[src/rtl/fb_scanout.sv]
// Frame-buffer to VGA scan-out: 4x-scaled RGB332 buffer, 3-stage pixel pipeline.
// Timing counters, multiplier-free address walk, sync and blanking generation.
module fb_scanout #(
    parameter int H_ACTIVE = 640,
    parameter int H_TOTAL  = 800,
    parameter int V_ACTIVE = 480,
    parameter int V_TOTAL  = 525,
    parameter int FB_WIDTH = 160,
    parameter int FB_DEPTH = 19200,
    parameter int H_FP     = 16,
    parameter int H_SYNC   = 96,
    parameter int V_FP     = 10,
    parameter int V_SYNC   = 2
) (
    input  logic        clk,
    input  logic        reset_n,
    input  logic        enable,
    output logic [14:0] mem_address,
    output logic        mem_chipselect,
    input  logic [7:0]  mem_readdata,
    output logic [7:0]  vga_r,
    output logic [7:0]  vga_g,
    output logic [7:0]  vga_b,
    output logic        vga_hs,
    output logic        vga_vs,
    output logic        vga_blank_n,
    output logic        vga_sync_n,
    output logic        frame_start
);

    localparam logic [9:0]  H_LAST = 10'(H_TOTAL - 1);
    localparam logic [9:0]  V_LAST = 10'(V_TOTAL - 1);
    localparam logic [9:0]  H_ACT  = 10'(H_ACTIVE);
    localparam logic [9:0]  V_ACT  = 10'(V_ACTIVE);
    localparam logic [9:0]  HS_BEG = 10'(H_ACTIVE + H_FP);
    localparam logic [9:0]  HS_END = 10'(H_ACTIVE + H_FP + H_SYNC);
    localparam logic [9:0]  VS_BEG = 10'(V_ACTIVE + V_FP);
    localparam logic [9:0]  VS_END = 10'(V_ACTIVE + V_FP + V_SYNC);
    localparam logic [14:0] FB_W   = 15'(FB_WIDTH);
    localparam logic [14:0] FB_D   = 15'(FB_DEPTH);

    logic [9:0]  h_cnt, v_cnt;
    logic [14:0] row_base;
    logic        frame_en;

    logic        h_wrap, v_wrap, at_origin, fe_now;
    logic        active, hs_raw, vs_raw, rd;
    logic [14:0] addr_nxt;

    logic s1_act, s1_hs, s1_vs, s1_fs;
    logic s2_act, s2_hs, s2_vs, s2_fs, s2_cs;

    assign vga_sync_n = 1'b0;

    always_comb begin
        h_wrap    = (h_cnt == H_LAST);
        v_wrap    = (v_cnt == V_LAST);
        at_origin = (h_cnt == 10'd0) && (v_cnt == 10'd0);
        // Enable sampled at the origin applies to that very pixel
        fe_now    = at_origin ? enable : frame_en;
        active    = (h_cnt < H_ACT) && (v_cnt < V_ACT);
        hs_raw    = !((h_cnt >= HS_BEG) && (h_cnt < HS_END));
        vs_raw    = !((v_cnt >= VS_BEG) && (v_cnt < VS_END));
        addr_nxt  = row_base + {7'd0, h_cnt[9:2]};
        rd        = active && fe_now && (addr_nxt < FB_D);
    end

    always_ff @(posedge clk or negedge reset_n) begin
        if (!reset_n) begin
            h_cnt    <= '0;
            v_cnt    <= '0;
            row_base <= '0;
            frame_en <= 1'b0;
        end else begin
            frame_en <= fe_now;
            if (h_wrap) begin
                h_cnt <= '0;
                v_cnt <= v_wrap ? 10'd0 : v_cnt + 10'd1;
                if (v_wrap)
                    row_base <= '0;
                else if ((v_cnt < V_ACT) && (v_cnt[1:0] == 2'd3))
                    row_base <= row_base + FB_W;
            end else begin
                h_cnt <= h_cnt + 10'd1;
            end
        end
    end

    // Stage 1 address, stage 2 memory q, stage 3 output register
    always_ff @(posedge clk or negedge reset_n) begin
        if (!reset_n) begin
            mem_address    <= '0;
            mem_chipselect <= 1'b0;
            s1_act <= 1'b0;
            s1_hs  <= 1'b1;
            s1_vs  <= 1'b1;
            s1_fs  <= 1'b0;
            s2_act <= 1'b0;
            s2_hs  <= 1'b1;
            s2_vs  <= 1'b1;
            s2_fs  <= 1'b0;
            s2_cs  <= 1'b0;
            vga_r  <= '0;
            vga_g  <= '0;
            vga_b  <= '0;
            vga_hs <= 1'b1;
            vga_vs <= 1'b1;
            vga_blank_n <= 1'b0;
            frame_start <= 1'b0;
        end else begin
            mem_chipselect <= rd;
            if (rd)
                mem_address <= addr_nxt;
            s1_act <= active;
            s1_hs  <= hs_raw;
            s1_vs  <= vs_raw;
            s1_fs  <= at_origin;
            s2_act <= s1_act;
            s2_hs  <= s1_hs;
            s2_vs  <= s1_vs;
            s2_fs  <= s1_fs;
            s2_cs  <= mem_chipselect;
            vga_hs <= s2_hs;
            vga_vs <= s2_vs;
            vga_blank_n <= s2_act;
            frame_start <= s2_fs;
            if (s2_cs && s2_act) begin
                vga_r <= {mem_readdata[7:5], mem_readdata[7:5], mem_readdata[7:6]};
                vga_g <= {mem_readdata[4:2], mem_readdata[4:2], mem_readdata[4:3]};
                vga_b <= {4{mem_readdata[1:0]}};
            end else begin
                vga_r <= '0;
                vga_g <= '0;
                vga_b <= '0;
            end
        end
    end

endmodule

[config.mk]
export PLATFORM = sky130hd
export DESIGN_NAME = fb_scanout
export DESIGN_NICKNAME = d
export VERILOG_FILES = /design/src/rtl/fb_scanout.sv
export SDC_FILE = /design/constraint.sdc
export NUM_CORES = 1
export LEC_CHECK = 0
export CORE_MARGIN = 1
export CORE_UTILIZATION = 35
export CTS_CLUSTER_DIAMETER = 100
export DETAILED_ROUTE_END_ITERATION = 10
export PLACE_DENSITY = 0.59
export SLEW_MARGIN = 0
export SYNTH_ARGS = -nofsm -noshare
export SYNTH_HDL_FRONTEND = slang
export SYNTH_SLANG_ARGS = --single-unit
[constraint.sdc]
create_clock -name clk -period 3.3 [get_ports clk]
set_clock_uncertainty 0.05 [all_clocks]
set_input_delay 0.495 -clock clk [delete_from_list [all_inputs] [get_ports clk]]
set_output_delay 0.495 -clock clk [all_outputs]
set_load 0.01 [all_outputs]
; Word level (Yosys, flattened, before mapping)
; Cells that the tools add are included.
[classes]
add_sub_neg = 4
multipliers = 0
div_mod_pow = 0
n_lt_le_gt_ge = 7
n_eq_ne = 3
n_shift = 0
muxes = 8
n_bitwise = 0
reduce_logical = 14
[ops]
columns = operator, count
row1 = two-way mux 15 bit, 2
row2 = two-way mux 8 bit, 3
row3 = "adder 10 x 1 -> 10 bit, second input constant", 2
row4 = "equality test 10 bit, second input constant", 2
row5 = logical NOT 10 bit, 2
row6 = "less-than comparator 10 bit, second input constant", 2
row7 = "less-than comparator 10 x 9 -> 1 bit, second input constant", 2
row8 = two-way mux 10 bit, 2
row9 = adder 15 x 8 -> 15 bit, 1
row10 = "adder 15 x 8 -> 15 bit, second input constant", 1
row11 = "less-than comparator 15 bit, second input constant", 1
row12 = ">= comparator 10 bit, second input constant", 1
row13 = ">= comparator 10 x 9 -> 1 bit, second input constant", 1
row14 = logical AND 1 bit, 8
row15 = "equality test 2 bit, second input constant", 1
row16 = logical NOT 1 bit, 2
row17 = AND reduction 2 bit, 1
row18 = nonzero test 2 bit, 1
row19 = two-way mux 1 bit, 1
[word_totals]
register_bits = 89
latch_bits = 0
ramBits = 0
romBits = 0
elab_cells = 58
memories = 0

; Depth between registers and ports, before layout
; Gate-level depths: netlist (run 1).
[depth]
depth_word = 5
depth_mapped = 8
depth_no_buf = 7

; Worst setup path before layout (run 1)
; OpenSTA, ideal clock, no wires.
[synth_timing]
path_type = flip-flop to flip-flop
startpoint = register v_cnt[3]
endpoint = register mem_address[10]
arrival_ps = 2196
required_time_ps = 3125
slack_ps = 929
path_stages_with_launch = 6
synth_period_minus_slack_ps = 2371
path_cell_list = dfrtp_1 > or4_4 > or4_4 > a22oi_4 > buf_12 > mux2_4
[synth_between]
elab_chain_cells = 5
word_cells_on_any_way = 7
cone_classes = 1 x order compare / 1 x mux / 5 x reduce/logical
[synth_rtl]
columns = element, line
row1 = from (decl), 42  ; logic [9:0] h_cnt, v_cnt;
row2 = from (signal assigned), 78  ; v_cnt <= v_wrap ? 10'd0 : v_cnt + 10'd1;
row3 = "parallel branches: the longest is 3 deep, another holds less-than comparator 10 x 9 -> 1 bit", n/a
row4 = logical AND 1 bit * (2 in series), 65  ; rd = active && fe_now && (addr_nxt < FB_D);
row5 = via rd, 47  ; logic active, hs_raw, vs_raw, rd;
row6 = to (signal assigned), 113  ; mem_address <= addr_nxt;
row7 = to (decl), 18  ; output logic [14:0] mem_address,
; Mark *: on every way through the listed nets, which the timed path passes.
; A chain may end at the register's enable or synchronous reset.

; Final worst setup path (run 1)
[layout_timing]
startpoint = register v_cnt[0]
endpoint = register mem_address[2]
[layout_between]
elab_chain_cells = 5
word_cells_on_any_way = 7
cone_classes = 1 x order compare / 1 x mux / 5 x reduce/logical
[layout_rtl]
columns = element, line
row1 = "parallel branches: the longest is 3 deep, another holds less-than comparator 10 x 9 -> 1 bit", n/a
row2 = logical AND 1 bit * (2 in series), 65
; Mark *: on every way between the ends.

==> results of run 1 <==
-- sequential cells by signal, summed over array words and instances (netlist names), 2 cells and up --
signal	flops
h_cnt	10
mem_address	15
vga_b	2
row_base	10
vga_r	3
vga_g	3
v_cnt	10
-- logic make-up (layout without fill, tap and decap cells) --
kind of cell	count (synthesis)	count (layout)	synth area share (%)
compound gates	42	42	9.162
xor+xnor	26	26	6.723
fa+ha+maj	9	9	3.325
buf+inv	40	82	8.127
flops	68	68	50.46
mux	15	15	5.947
other cells	1	1	0.1107
simple gates	99	99	16.14
-- layer usage --
layer  GRT usage (%)  vias to the layer above
li1                -                     1115
met1           19.49                     1137
met2           21.60                       72
met3           3.412                       11
met4           7.246                        0
met5               0                        -
-- power by group --
group	total, mW	switching, mW	internal (mW)
combinational	0.0925	0.0415	0.0510
clock	0.635	0.352	0.283
sequential	0.849	0.00642	0.843
total	1.58	0.400	1.18
-- worst max-delay path, delay by kind of cell (launching register included) --
kind | cells | cell delay [ns]
AOI/OAI and AO/OA | 1 | 0.59
adders and majority gates | 1 | 0.19
buffers and inverters | 1 | 0.10
DFF | 1 | 0.43
muxes | 1 | 0.41
and+or+nand+nor | 3 | 0.87
-- layout by cell type (no fill, tap or decap), types with 3 or more instances in the layout --
master and n:
dfrtp_1 62, clkdlybuf4s50_1 53, nor2_1 24, nand2_1 21
xnor2_1 16, nand3_1 11, and3_1 10, xor2_1 10
o21ai_0 9, a21oi_1 9, mux2_4 9, ha_1 9
clkbuf_8 9, inv_1 8, nor3_1 6, dfstp_2 6
mux2_2 5, nand4_1 4, inv_6 4, buf_4 4
nor4_1 3, or4_1 3, and4_1 3, o21a_1 3
a2111oi_0 3, clkinvlp_4 3
-- metrics by stage --
step / hold slack [ns] / utilization [%] / setup WS, ns / cells
2_1_floorplan: 0.1494 / - / 0.9289 / 300
3_3_place_gp: 0.2821 / 41.48 / 0.5828 / 455
3_5_place_dp: 0.2858 / 41.48 / 0.5581 / 455
4_1_cts: 0.05817 / 43.42 / 0.5578 / 471
5_1_grt: 0.06410 / 43.42 / 0.3973 / 471
6_report: 0.04590 / 43.42 / 0.5589 / 471
-- cell type report --
type                    count  area share (%)
clock buffers               9           3.058
clock inverters             7           1.421
inverters                   8          0.7414
multi-input cells         192           34.63
flip-flops and latches     68           42.20
well taps                 129           3.985
repair buffers             58           13.96
-- worst min path at each step --
stage | end
floorplan | frame_en
global placement | s2_act
detailed placement | s2_act
CTS | h_cnt[1]
global route | h_cnt[1]
finish | h_cnt[1]
==> flow_summary.ini, run 1 <==
[yosys]
synthArstFlopShare_pct = 100.0
synth_commonest_cells = 62 x dfrtp_1, 24 x nor2_1, 21 x nand2_1
netlist_area_sq_mm = 0.003387
yosys-top-cells-area = dfrtp_1 46%, dfstp_2 4.7%, xnor2_1 4.1%
ys.flop_type = dfrtp_1
synth_edf_count = 0
syn_avg_cell_area_sq_um = 11.29
ys_ff_latch = 68
yosys_warnings = 0
yosysMostFrequentCell = dfrtp_1
ys_seq_area_share_pct = 50.46
yosysUniqueCellTypes = 55
synthesis.instances = 300
netlist.area_leader.share_pct = 45.81
yosysTopAreaCell = dfrtp_1
syn_nets = 320

[setup_path]
arrival_ns = 2.93
critPathKind = reg2reg
startpoint = v_cnt[0]
rrSetupSlack_ns = 0.56
cp-start-kind = register
rr_worst_depth = 7
r2r_start = v_cnt[0]
worstReg2RegEnd = mem_address[2]
worstPathMaxFanout = 15
endpoint_kind = register
cp.required_ns = 3.49
cp_cell_sequence = inv_1 > ha_1 > nor4b_4 > nand2_1 > or4_4 > a22oi_4 > mux2_2
max_stage_delay_ns = 0.59
cp_slowest_cell = a22oi_4
cp-endpoint = mem_address[2]

[clocking]
clk_latency_ns = 0.35
cts_resized = 0
cts_buffer_depth = 2
cts_buffers = 9
clock-sinks = 68
holdBufCountCts = 0
post-cts-setup-buffers = 0
cts_tree = done
clkTransAtPathRegs_ns = 0.09
cts_root_buffer = clkbuf_8
htree_levels = 3

[route]
route.vias.total = 2335
highest_layer = met4
wl_met3_microns = 388
wirelength_mm = 6.543
via_per_inst = 4.958
final_antenna_net_count = 0
dr_wl_met2_mm = 2.952
drt_first_pass_iters = 4
drcViolationCount = 0
met1Wirelength_mm = 3.089
drt_iter0_drc = 90
wl_per_cell_microns = 13.89

[pwr]
vdd.ir_drop.worst_v = 0.0002066
p_leak_nw = 1.813
power_mw = 1.576
power.density_mw_per_mm2 = 389.2

[cells_and_area]
seq_area_sq_mm = 0.001709
finalNetCount = 357
fin_area_sq_mm = 0.004050
drive_above_1_share_pct = 15.79
multiInputGateArea_sq_mm = 0.001403
fillerInstances = 869
area_growth_pct = 19.58
antenna_cells = 0

[floorplanning]
boundaryPins = 56
start_util_pct = 36.31
dieArea_sq_mm = 0.01007
die_width_microns = 100.4
row_count = 35
die_h_microns = 100.4
core_area_sq_mm = 0.009328

[sta]
min_period_over_period_pct = 83.06
min_period_ns = 2.741
timing.slew.headroom_pct = 55.39
fin_tns_setup_ns = 0
grt_setup_unrepaired = false
fmax_mhz = 364.8
tightest_slew_ns = 0.6692
finalMaxSlewViolations = 0
setup_viol = 0
hold_viol = 0

[grt]
overflow = 0
antenna_found_initial = 0
grt_pass1_vias = 2280
grt_max_degree = 28
grt_pass1_wl_mm = 11.19
track_usage_pct = 14.42

[place]
dpl.hpwl_mm = 4.695
io_buffers = 54
place_area_sq_mm = 0.003869
place_congestion = 0.8624

[worst_hold_path]
hold_path.class = in2async

[job]
drv_cap = 0

[outcome]
status = completed
(Power assumes the default switching activity.)
==> run 2: changes to the inputs <==
- PLACE_DENSITY: 0.59 -> 0.61
- clock period: 3.3 -> 2.5 ns (I/O delays scaled with it)
==> run 2 against run 1 <==
Hold slack got worse by 0.022 ns. First-iteration DRC count rose by 21%. Register-to-register slack got worse by 0.55 ns. Setup slack worse by 0.55 ns. Global-route usage is 0.69 points higher. Utilization up 3.0 points. Clock power grew 44%. Clock-buffer cell count stayed put. Combinational power up 45%. Critical endpoint is now mem_address[7]. Largest power group unchanged. Highest routed layer unchanged.
==> flow_summary.ini, run 2 (synthesis gave the netlist of run 1 again) <==
[cells_and_area]
multiInputGateArea_sq_mm = 0.001439
fillerInstances = 862
final_common_cell = dfrtp_1
area_growth_pct = 27.82
finalNetCount = 383
antenna_cells = 0
top_register = mem_address
largest_reg_flops = 15
final_cell_mix = 62 x dfrtp_1, 53 x clkdlybuf4s50_1, 28 x buf_4
drive_above_1_share_pct = 22.28
seq_area_sq_mm = 0.001709

[sta]
finalMaxSlewViolations = 0
timing.slew.headroom_pct = 53.61
tightest_slew_ns = 0.6958
fmax_mhz = 401.9
min_period_ns = 2.488
fin_tns_setup_ns = 0
setup_viol = 0
grt_setup_unrepaired = true
min_period_over_period_pct = 99.52
hold_viol = 0

[floorplanning]
start_util_pct = 36.31
core_area_sq_mm = 0.009328
die_width_microns = 100.4
dieArea_sq_mm = 0.01007
die_h_microns = 100.4
row_count = 35
boundaryPins = 56

[setup_path]
cp.required_ns = 2.67
critPathKind = reg2reg
cp-start-kind = register
endpoint_kind = register
worstPathMaxFanout = 7
arrival_ns = 2.66

[route]
drt_iter0_drc = 109
final_antenna_net_count = 0
wirelength_mm = 7.104
drt_first_pass_iters = 4
route.vias.total = 2441
wl_per_cell_microns = 14.29
via_per_inst = 4.911
drcViolationCount = 0

[clocking]
holdBufCountCts = 0
clk_latency_ns = 0.34
clkTransAtPathRegs_ns = 0.08
clock-sinks = 68
htree_levels = 3
cts_tree = done
cts_buffers = 9
cts_buffer_depth = 2
cts_root_buffer = clkbuf_8

[pwr]
p_leak_nw = 1.972
power_mw = 2.166
power.density_mw_per_mm2 = 500.4
vdd.ir_drop.worst_v = 0.0002563

[grt]
antenna_found_initial = 0
track_usage_pct = 15.11
grt_pass1_vias = 2392
overflow = 0
grt_pass1_wl_mm = 11.79
grt_max_degree = 34

[place]
place_congestion = 0.8661
dpl.hpwl_mm = 5.235
io_buffers = 54

[job]
drv_cap = 0

[outcome]
status = completed

[worst_hold_path]
hold_path.class = in2async
run 2: cell types whose count changed in the layout (fill, tap and decap cells not counted), sizes merged:
cell    before  now
buf          5   30
clkinv       0    1
clkbuf       9   10
bufinv       0    1
inv         12   10
run 2: metal layers:
metal,wire [microns],share of wire (%),vias to the layer above,track usage (%)
met1,3346,47,1187,19.85
li1,-,-,1163,-
met5,0,0,-,0
met3,379,5.3,10,3.760
met4,112,1.6,0,5.128
met2,3265,46,81,24.34
run 2: final cells by class:
| cell class | count | share of cell area, % |
|---|---|---|
| well taps | 129 | 3.728 |
| repair buffers | 84 | 18.27 |
| inverters | 8 | 0.6936 |
| multi-input cells | 192 | 33.24 |
| clock inverters | 7 | 1.734 |
| flip-flops and latches | 68 | 39.48 |
| clock buffers | 9 | 2.861 |
run 2: final timing paths:
check | slack (ns) | end | depth (start not counted) | from
worst min-delay path | 0.02 | h_cnt[6] | 1 | reset_n
worst max-delay path | 0.01 | mem_address[7] | 5 | h_cnt[3]
max in group asynchronous | 1.63 | row_base[8] | 2 | reset_n
worst min register to register | 0.30 | frame_start | 0 | s2_fs
worst max register to register | 0.01 | mem_address[7] | 5 | h_cnt[3]
min in group clk | 0.30 | frame_start | 0 | s2_fs
run 2: where the power goes:
group | internal (mW) | leakage [nW] | switching, mW
Combinational | 0.0760 | 1.01 | 0.0577
Sequential | 1.11 | 0.870 | 0.00864
Clock | 0.465 | 0.0923 | 0.447
run 2: repair_timing:
item                                    4_1_cts  5_1_grt
gates resized for setup                       0       11
endpoints found under the setup margin        0       17
buffers inserted                              0        3
run 2: worst max-delay path: stages (launching register included):
cell	delay (ns)
dfrtp_1	0.41
or4_4	0.56
or4_4	0.56
a22oi_4	0.29
clkbuf_16	0.21
mux2_4	0.29
run 2: metrics by stage:
stage / cells / cell area (sq um) / utilization (%) / hold slack [ns] / worst slack [ns]
after floorplan: 300 / 3387 / - / 0.02941 / 0.1289
after global placement: 477 / 4046 / 43.38 / 0.2822 / 0.1243
after detailed placement: 477 / 4046 / 43.38 / 0.2847 / 0.08459
after CTS: 493 / 4245 / 45.51 / 0.04092 / 0.07367
after global routing: 497 / 4329 / 46.41 / 0.07219 / -0.05588
final: 497 / 4329 / 46.41 / 0.02406 / 0.01192
==> run 3: changes to the inputs <==
- CORE_UTILIZATION: 35 -> 53
- PLACE_DENSITY: 0.61 -> 0.82
- clock period: 2.5 -> 2.3 ns (I/O delays scaled with it)
==> run 3 against run 2 <==
The flow now finishes with violations (setup timing). Sequential share of layout area decreased by 0.90 points. Global-route usage increased by 9.0 points. Flip-flop and latch count unchanged. Sequential power increased by 9%. Total power increased by 2.7%. Clock-buffer cell count increased by 3. Fmax increased by 5.7%. Routed wire length increased by 5.2%.
==> flow_summary.ini, run 3 (synthesis gave the netlist of run 1 again) <==
[clocking]
clk_latency_ns = 0.33
cts_buffers = 9
clock-sinks = 68
cts_buffer_depth = 2
clkTransAtPathRegs_ns = 0.07
cts_tree = done
cts_root_buffer = clkbuf_8
htree_levels = 3

[sta]
timing.slew.headroom_pct = 60.25
fmax_mhz = 424.7
grt_setup_unrepaired = true
finalMaxSlewViolations = 0
fin_ws_ns = -0.05479
min_period_over_period_pct = 102.4
min_period_ns = 2.355
hold_viol = 0
fin_tns_setup_ns = -0.5038
setup_viol = 15
tightest_slew_ns = 0.5908

[setup_path]
rrSetupSlack_ns = -0.05
arrival_ns = 2.52
endpoint_kind = register
cp-start-kind = register
cp.required_ns = 2.47
critPathKind = reg2reg
worstPathMaxFanout = 15

[pwr]
power.density_mw_per_mm2 = 502.1
power_mw = 2.225
p_leak_nw = 2.088
vdd.ir_drop.worst_v = 0.0004006

[cells_and_area]
finalNetCount = 400
drive_above_1_share_pct = 26.49
final_cell_mix = 62 x dfrtp_1, 53 x clkdlybuf4s50_1, 41 x buf_4
antenna_cells = 0
top_register = mem_address
area_growth_pct = 30.81
finish.utilization_pct = 73.53
final_common_cell = dfrtp_1
largest_reg_flops = 15

[grt]
grt_pass1_wl_mm = 11.96
antenna_found_initial = 0
grt_pass1_vias = 2535
track_usage_pct = 24.14
overflow = 0
grt_max_degree = 69

[job]
drv_cap = 0

[floorplanning]
boundaryPins = 56
die_width_microns = 81.94
row_count = 28
die_h_microns = 81.94
core_area_sq_mm = 0.006026
start_util_pct = 56.21
dieArea_sq_mm = 0.006714

[route]
drt_first_pass_iters = 4
final_antenna_net_count = 0
wirelength_mm = 7.471
wl_per_cell_microns = 16.24
drcViolationCount = 0
drt_iter0_drc = 158
via_per_inst = 5.659
route.vias.total = 2603

[place]
place_congestion = 0.8717
dpl.hpwl_mm = 5.297
io_buffers = 54
dp_slack_ns = -0.08288

[outcome]
status = finished with violations
violations = setup timing

[worst_hold_path]
hold_path.class = reg2reg
## run 3: report_power, final
| part | internal, mW | switching [mW] | total (mW) |
|---|---|---|---|
| sequential | 1.21 | 0.0107 | 1.22 |
| clock | 0.418 | 0.442 | 0.860 |
| combinational | 0.0821 | 0.0619 | 0.144 |
| total | 1.71 | 0.515 | 2.22 |
## run 3: path summary, 6_finish.rpt
| check | to | depth (start not counted) | start |
|---|---|---|---|
| setup / recovery | mem_address[1] | 8 | h_cnt[0] |
| hold / removal | frame_start | 0 | s2_fs |
| setup reg to reg | mem_address[1] | 8 | h_cnt[0] |
| hold reg to reg | frame_start | 0 | s2_fs |
| max in group asynchronous | s1_vs | 3 | reset_n |
| min in group asynchronous | v_cnt[1] | 3 | reset_n |
## run 3: critical path: stages (launching register included)
cell	delay (ns)
dfrtp_1	0.38
inv_1	0.06
ha_1	0.15
nor4b_4	0.21
nand2_1	0.11
or4_4	0.55
a22oi_4	0.20
buf_12	0.19
mux2_2	0.34
## run 3: metal layers
| layer | vias to the layer above | global-route usage [%] | wire length [microns] |
|---|---|---|---|
| met3 | 15 | 4.778 | 484 |
| met1 | 1291 | 29.62 | 2960 |
| met5 | - | 0 | 0 |
| met2 | 99 | 41.40 | 3870 |
| met4 | 0 | 9.825 | 155 |
| li1 | 1198 | - | - |
## run 3: what timing repair did
| item | CTS | global route |
|---|---|---|
| endpoints found under the hold margin | 62 | 0 |
| gates resized for setup | 4 | 19 |
| pin swaps | 0 | 4 |
| cloned | 0 | 1 |
| setup endpoints to repair | 14 | 26 |
| hold buffers | 1 | 0 |
| buffers inserted | 0 | 3 |
## run 3: through the flow
stage / instances / cell area [sq um] / hold slack, ns
6_report: 460 / 4431 / 0.3035
5_1_grt: 460 / 4431 / 0.3070
4_1_cts: 456 / 4312 / 0.3038
3_5_place_dp: 439 / 4111 / 0.2872
3_3_place_gp: 439 / 4111 / 0.2836
2_1_floorplan: 300 / 3387 / -0.0005911
## run 3: cell type report
class                   instances  area (sq um)
flip-flops and latches         68          1709
fillers                       410          1595
multi-input cells             192          1500
repair buffers                101         927.1
clock buffers                  12         145.1
well taps                      75         93.84
inverters                       8         30.03
clock inverters                 4         25.02
